`config.mk`:
```
export PLATFORM = sky130hd
export DESIGN_NAME = predictor_gshare
export DESIGN_NICKNAME = d
export VERILOG_FILES = /design/src/rtl/predictor_gshare.sv
export SDC_FILE = /design/constraint.sdc
export NUM_CORES = 1
export LEC_CHECK = 0
export BUFFER_PORTS_ARGS = -buffer_cell sky130_fd_sc_hd__buf_2
export CAP_MARGIN = 20
export CORE_UTILIZATION = 63
export CTS_CLUSTER_SIZE = 24
export DETAILED_ROUTE_END_ITERATION = 8
export MAX_ROUTING_LAYER = met4
export PLACE_DENSITY = 0.89
export SLEW_MARGIN = 20
export SYNTH_ARGS = -nofsm -noshare
export SYNTH_HDL_FRONTEND = slang
export SYNTH_SLANG_ARGS = --single-unit
```
`constraint.sdc`:
```
create_clock -name clock -period 17.9 [get_ports clock]
set_input_delay 3.58 -clock clock [delete_from_list [all_inputs] [get_ports clock]]
set_output_delay 3.58 -clock clock [all_outputs]
set_load 0.03 [all_outputs]
```
`src/rtl/predictor_gshare.sv`:
```
// Gshare/bimodal branch predictor: a table of saturating counters indexed by PC,
// optionally XORed with speculative history, which is repaired from retired history on a mispredict.
module predictor_gshare #(
  parameter int PC_WIDTH   = 32,
  parameter int INDEX_BITS = 6,
  parameter int HIST_BITS  = 6,
  parameter int CTR_BITS   = 2,
  parameter int MODE       = 1,
  parameter int STAT_BITS  = 16
) (
  input  logic                 clock,
  input  logic                 reset,
  input  logic [PC_WIDTH-1:0]  pc,
  input  logic                 is_branch,
  input  logic [PC_WIDTH-1:0]  past_pc,
  input  logic                 past_is_branch,
  input  logic                 past_predicted_taken,
  input  logic                 past_wrong,
  output logic                 shouldTakeBranch,
  output logic [STAT_BITS-1:0] predict_count,
  output logic [STAT_BITS-1:0] mispredict_count
);

  localparam int ENTRIES = 1 << INDEX_BITS;
  localparam logic [CTR_BITS-1:0] CTR_INIT = CTR_BITS'((1 << (CTR_BITS - 1)) - 1);
  localparam logic [CTR_BITS-1:0] CTR_MAX  = '1;

  logic [CTR_BITS-1:0]   tbl_q [ENTRIES];
  logic [CTR_BITS-1:0]   tbl_d [ENTRIES];
  logic [HIST_BITS-1:0]  spec_ghr_q, spec_ghr_d;
  logic [HIST_BITS-1:0]  ret_ghr_q, ret_ghr_d;
  logic [STAT_BITS-1:0]  predict_count_q, predict_count_d;
  logic [STAT_BITS-1:0]  mispredict_count_q, mispredict_count_d;

  logic [INDEX_BITS-1:0] pidx, uidx;
  logic [CTR_BITS-1:0]   ctr_cur, ctr_next;
  logic [HIST_BITS-1:0]  ret_shift;
  logic                  actual;
  logic                  recover;

  generate
    if (PC_WIDTH > INDEX_BITS) begin : g_unused_pc
      logic unused_pc_hi;
      assign unused_pc_hi = ^{pc[PC_WIDTH-1:INDEX_BITS], past_pc[PC_WIDTH-1:INDEX_BITS]};
    end
  endgenerate

  always_comb begin
    pidx = pc[INDEX_BITS-1:0];
    uidx = past_pc[INDEX_BITS-1:0];
    if (MODE != 0) begin
      pidx = pc[INDEX_BITS-1:0] ^ INDEX_BITS'(spec_ghr_q);
      uidx = past_pc[INDEX_BITS-1:0] ^ INDEX_BITS'(ret_ghr_q);
    end
  end

  // Reads the pre-edge table only; a same-cycle update to the same entry is not forwarded.
  assign shouldTakeBranch = is_branch & tbl_q[pidx][CTR_BITS-1];

  assign actual    = past_predicted_taken ^ past_wrong;
  assign recover   = past_is_branch & past_wrong;
  assign ret_shift = HIST_BITS'({ret_ghr_q, actual});
  assign ctr_cur   = tbl_q[uidx];

  always_comb begin
    ctr_next = ctr_cur;
    if (actual) begin
      if (ctr_cur != CTR_MAX) ctr_next = ctr_cur + 1'b1;
    end else begin
      if (ctr_cur != '0) ctr_next = ctr_cur - 1'b1;
    end
  end

  always_comb begin
    tbl_d = tbl_q;
    if (past_is_branch) tbl_d[uidx] = ctr_next;
  end

  // Recovery wins over a same-edge decode shift: that decode branch is on the flushed path.
  always_comb begin
    spec_ghr_d = spec_ghr_q;
    ret_ghr_d  = ret_ghr_q;
    if (past_is_branch) ret_ghr_d = ret_shift;
    if (recover)
      spec_ghr_d = ret_shift;
    else if (is_branch)
      spec_ghr_d = HIST_BITS'({spec_ghr_q, shouldTakeBranch});
  end

  always_comb begin
    predict_count_d    = predict_count_q;
    mispredict_count_d = mispredict_count_q;
    if (past_is_branch && (predict_count_q != '1))
      predict_count_d = predict_count_q + 1'b1;
    if (recover && (mispredict_count_q != '1))
      mispredict_count_d = mispredict_count_q + 1'b1;
  end

  always_ff @(posedge clock or posedge reset) begin
    if (reset) begin
      for (int i = 0; i < ENTRIES; i++) tbl_q[i] <= CTR_INIT;
      spec_ghr_q         <= '0;
      ret_ghr_q          <= '0;
      predict_count_q    <= '0;
      mispredict_count_q <= '0;
    end else begin
      for (int i = 0; i < ENTRIES; i++) tbl_q[i] <= tbl_d[i];
      spec_ghr_q         <= spec_ghr_d;
      ret_ghr_q          <= ret_ghr_d;
      predict_count_q    <= predict_count_d;
      mispredict_count_q <= mispredict_count_d;
    end
  end

  assign predict_count    = predict_count_q;
  assign mispredict_count = mispredict_count_q;

endmodule

```
==> flow_summary.toml <==
[worst_setup_path]
required_ns = 14.32
arrival_ns = 5.96
slowest_delay_ns = 0.59
worstSetupStartpointType = "primary input"
cp_cell_sequence = "buf_2 -> xor2_2 -> buf_4 -> mux4_2 -> mux4_2 -> mux2i_1 -> nand2_1 -> o211a_1 -> buf_2"
crit_type = "in2out"
path_max_fanout = 16
endpoint_kind = "output pin"
cp_slowest_cell = "mux4_2"

[route]
via_count = 6797
drc = 0
drt_iter0_drc = 761
dr.pass1.iters = 7
drt.antenna.violating_nets = 0
via_per_inst = 6.41
routed_wl_um = 21600
wl_per_cell_um = 20.4

[finish]
finalInstanceArea_um2 = 9670
finish.utilization_pct = 72.4
drive_above_1_share_pct = 29.0
nFillCells = 896
diodes = 0
nets = 944
syn_to_final_growth_pct = 11.2

[timing]
hold_slack_ns = 0.464
slew_violations = 0
max_slew.worst_pin.slew_ns = 1.14
final_hold_viol_count = 0
rsz0062_at_grt = "no"
slew_headroom_pct = 24.3
period_minus_slack_ns = 9.54
finalCritPeriodShare_pct = 53.3
setup_viol = 0
max_freq_mhz = 105
setup_tns_ns = 0
finalClockSkew_ns = 0.00873

[synthesis]
syn_inst = 825
synth_seq_cells = 172
ys_seq_area_share_pct = 50.4
ys_types = 52
synth_top_area_share_pct = 31.1
ys_async_sr_fraction_pct = 100
ys.flop_type = "dfrtp_1"
yosys.area.top_type = "dfrtp_1"
synth_edf_count = 0
syn_area_um2 = 8690
syn-num-nets = 897
syn_area_per_cell_um2 = 10.5
ys_top_cells_by_area = "dfrtp_1, dfstp_2, nand2_1, mux4_2, o21ai_0"
ys_warn_count = 0

[global_route]
antenna_found_initial = 0
grt_pass1_vias = 6689
grt_pass1_wl_um = 35000
grt_max_degree = 93
overflow = 0
grtUsageTotal_pct = 33.5

[clocking]
postCtsSetupBuffers = 0
path_clk_slew_ns = 0.06
cts_tree = "built"
cts_hold_buf = 0
ctsHtreeMaxLevel = 4
cts_buffers = 17
cts_max_path_buffers = 2
cts_sinks = 172
cts_root_buf = "clkbuf_16"
clock_latency_ns = 0.44
cts_resized = 0

[die]
die_y_um = 119
io_pins = 103
start_util_pct = 65.1
fp.dieW_um = 119
num_rows = 42
core_region_area_um2 = 13300
die_area_um2 = 14300

[placed_design]
placed_area_um2 = 9070
place_hpwl_um = 13300
gp_congestion = 0.907
portBuffers = 50

[power_and_ir_drop]
clockPowerShare_pct = 24.1
netSwitchingFraction_pct = 38.7
seq_power_share_pct = 40.6
switching_power_uw = 596
p_leak_nw = 4.01
ir_worst_vdd_mv = 0.114
internal_power_uw = 943
power_density_nw_per_um2 = 159
p_comb_share_pct = 35.3

[hold_path]
hold_path_class = "reg2reg"

[status]
status = "completed"

[job]
drv_cap = 0
==> final timing paths <==
check                      depth (start not counted)          from  slack (ns)               end
min in group asynchronous                          2         reset        3.31         tbl_q[49]
setup reg to reg                                   9  ret_ghr_q[0]       13.95         tbl_q[63]
setup / recovery                                   9         pc[0]        8.36  shouldTakeBranch
hold / removal                                     2     tbl_q[54]        0.46         tbl_q[54]
hold reg to reg                                    2     tbl_q[54]        0.46         tbl_q[54]
max in group asynchronous                          3         reset       13.42         tbl_q[85]
==> critical path: cells and delay by family <==
| family | cells | cell delay, ns |
|---|---|---|
| AOI/OAI and AO/OA | 1 | 0.15 |
| muxes | 3 | 1.36 |
| and+or+nand+nor | 1 | 0.09 |
| xor gates and xnor gates | 1 | 0.13 |
| buffers and inverters | 3 | 0.63 |
==> per-stage QoR <==
stage,worst slack [ns],total power [mW],std cells
6_report,8.36,1.54,1061
4_1_cts,8.39,1.53,1061
5_1_grt,8.33,1.61,1061
3_3_place_gp,8.40,1.13,1029
2_1_floorplan,8.28,1.03,825
3_5_place_dp,8.39,1.15,1029
==> cell families (layout without fill, tap and decap cells) <==
logic type               count (synthesis)  in the layout  synth area share (%)
flip-flops                             172            172                  50.4
multiplexers                            62             62                  13.0
buffers and inverters                   37             97                  2.56
AND/OR/NAND/NOR                        330            330                  15.5
XOR/XNOR                                49             49                  5.32
adder cells (fa/ha/maj)                  4              4                 0.576
AO/OA/AOI/OAI                          171            171                  12.6
==> power by group through the flow <==
| stage | sequential, mW | clock, mW | combinational [mW] |
|---|---|---|---|
| floorplan | 0.623 | 0 | 0.410 |
| global placement | 0.616 | 0 | 0.512 |
| detailed placement | 0.623 | 0 | 0.530 |
| CTS | 0.621 | 0.373 | 0.536 |
| global route | 0.637 | 0.388 | 0.581 |
| finish | 0.624 | 0.371 | 0.544 |
==> metal layers <==
| metal | GRT usage, % | up-vias | share of wire, % |
|---|---|---|---|
| li1 | - | 3008 | - |
| met1 | 42.2 | 3303 | 38 |
| met2 | 51.4 | 406 | 49 |
| met3 | 8.19 | 80 | 9.3 |
| met4 | 16.1 | 0 | 3.8 |
| met5 | - | - | 0 |
==> cells in the final DEF, fill, tap and decap left out, drive strengths merged, types with 4 or more instances in the layout <==
master    n
nand2   242
o21ai   137
dfrtp   108
dfstp    64
buf      61
mux4     39
nor2     32
xnor2    29
clkbuf   21
nand3    20
xor2     20
mux2     15
nand4    12
nor3     11
mux2i     8
inv       6
a31oi     5
o211ai    4
o22ai     4
a21oi     4
clkinv    4
==> layout make-up <==
type | count | area (um2) | area share, %
multi-input combinational | 616 | 4120 | 42.6
inverter | 4 | 20.0 | 0.207
clock inverter | 11 | 146 | 1.51
timing repair buffer | 61 | 337 | 3.48
sequential | 172 | 4380 | 45.4
tap | 176 | 220 | 2.28
clock buffer | 21 | 440 | 4.56
==> Yosys cell counts, types with 2 or more instances <==
| cell type | n |
|---|---|
| and3_1 | 3 |
| mux2_2 | 15 |
| a221oi_1 | 3 |
| ha_1 | 2 |
| dfstp_2 | 64 |
| xnor2_1 | 28 |
| nand4_1 | 12 |
| mux4_2 | 38 |
| buf_4 | 4 |
| dfrtp_1 | 108 |
| o22ai_1 | 4 |
| inv_1 | 4 |
| nor2_1 | 32 |
| o21ai_0 | 71 |
| o31ai_1 | 2 |
| buf_2 | 13 |
| a31oi_1 | 5 |
| clkbuf_1 | 7 |
| o311ai_0 | 2 |
| o221ai_1 | 3 |
| a21oi_1 | 3 |
| o211ai_1 | 4 |
| buf_6 | 7 |
| or3_1 | 2 |
| buf_1 | 2 |
| and4_1 | 3 |
| nand2_1 | 242 |
| o21ai_1 | 26 |
| o21ai_2 | 40 |
| nand3_1 | 20 |
| nor3_1 | 11 |
| mux2i_1 | 8 |
| xor2_1 | 18 |
==> registers in the layout (all words and copies together), names as in the netlist <==
| register | flops |
|---|---|
| tbl_q | 128 |
| mispredict_count | 16 |
| predict_count | 16 |
| ret_ghr_q | 6 |
| spec_ghr_q | 6 |
(Power assumes the default switching activity.)
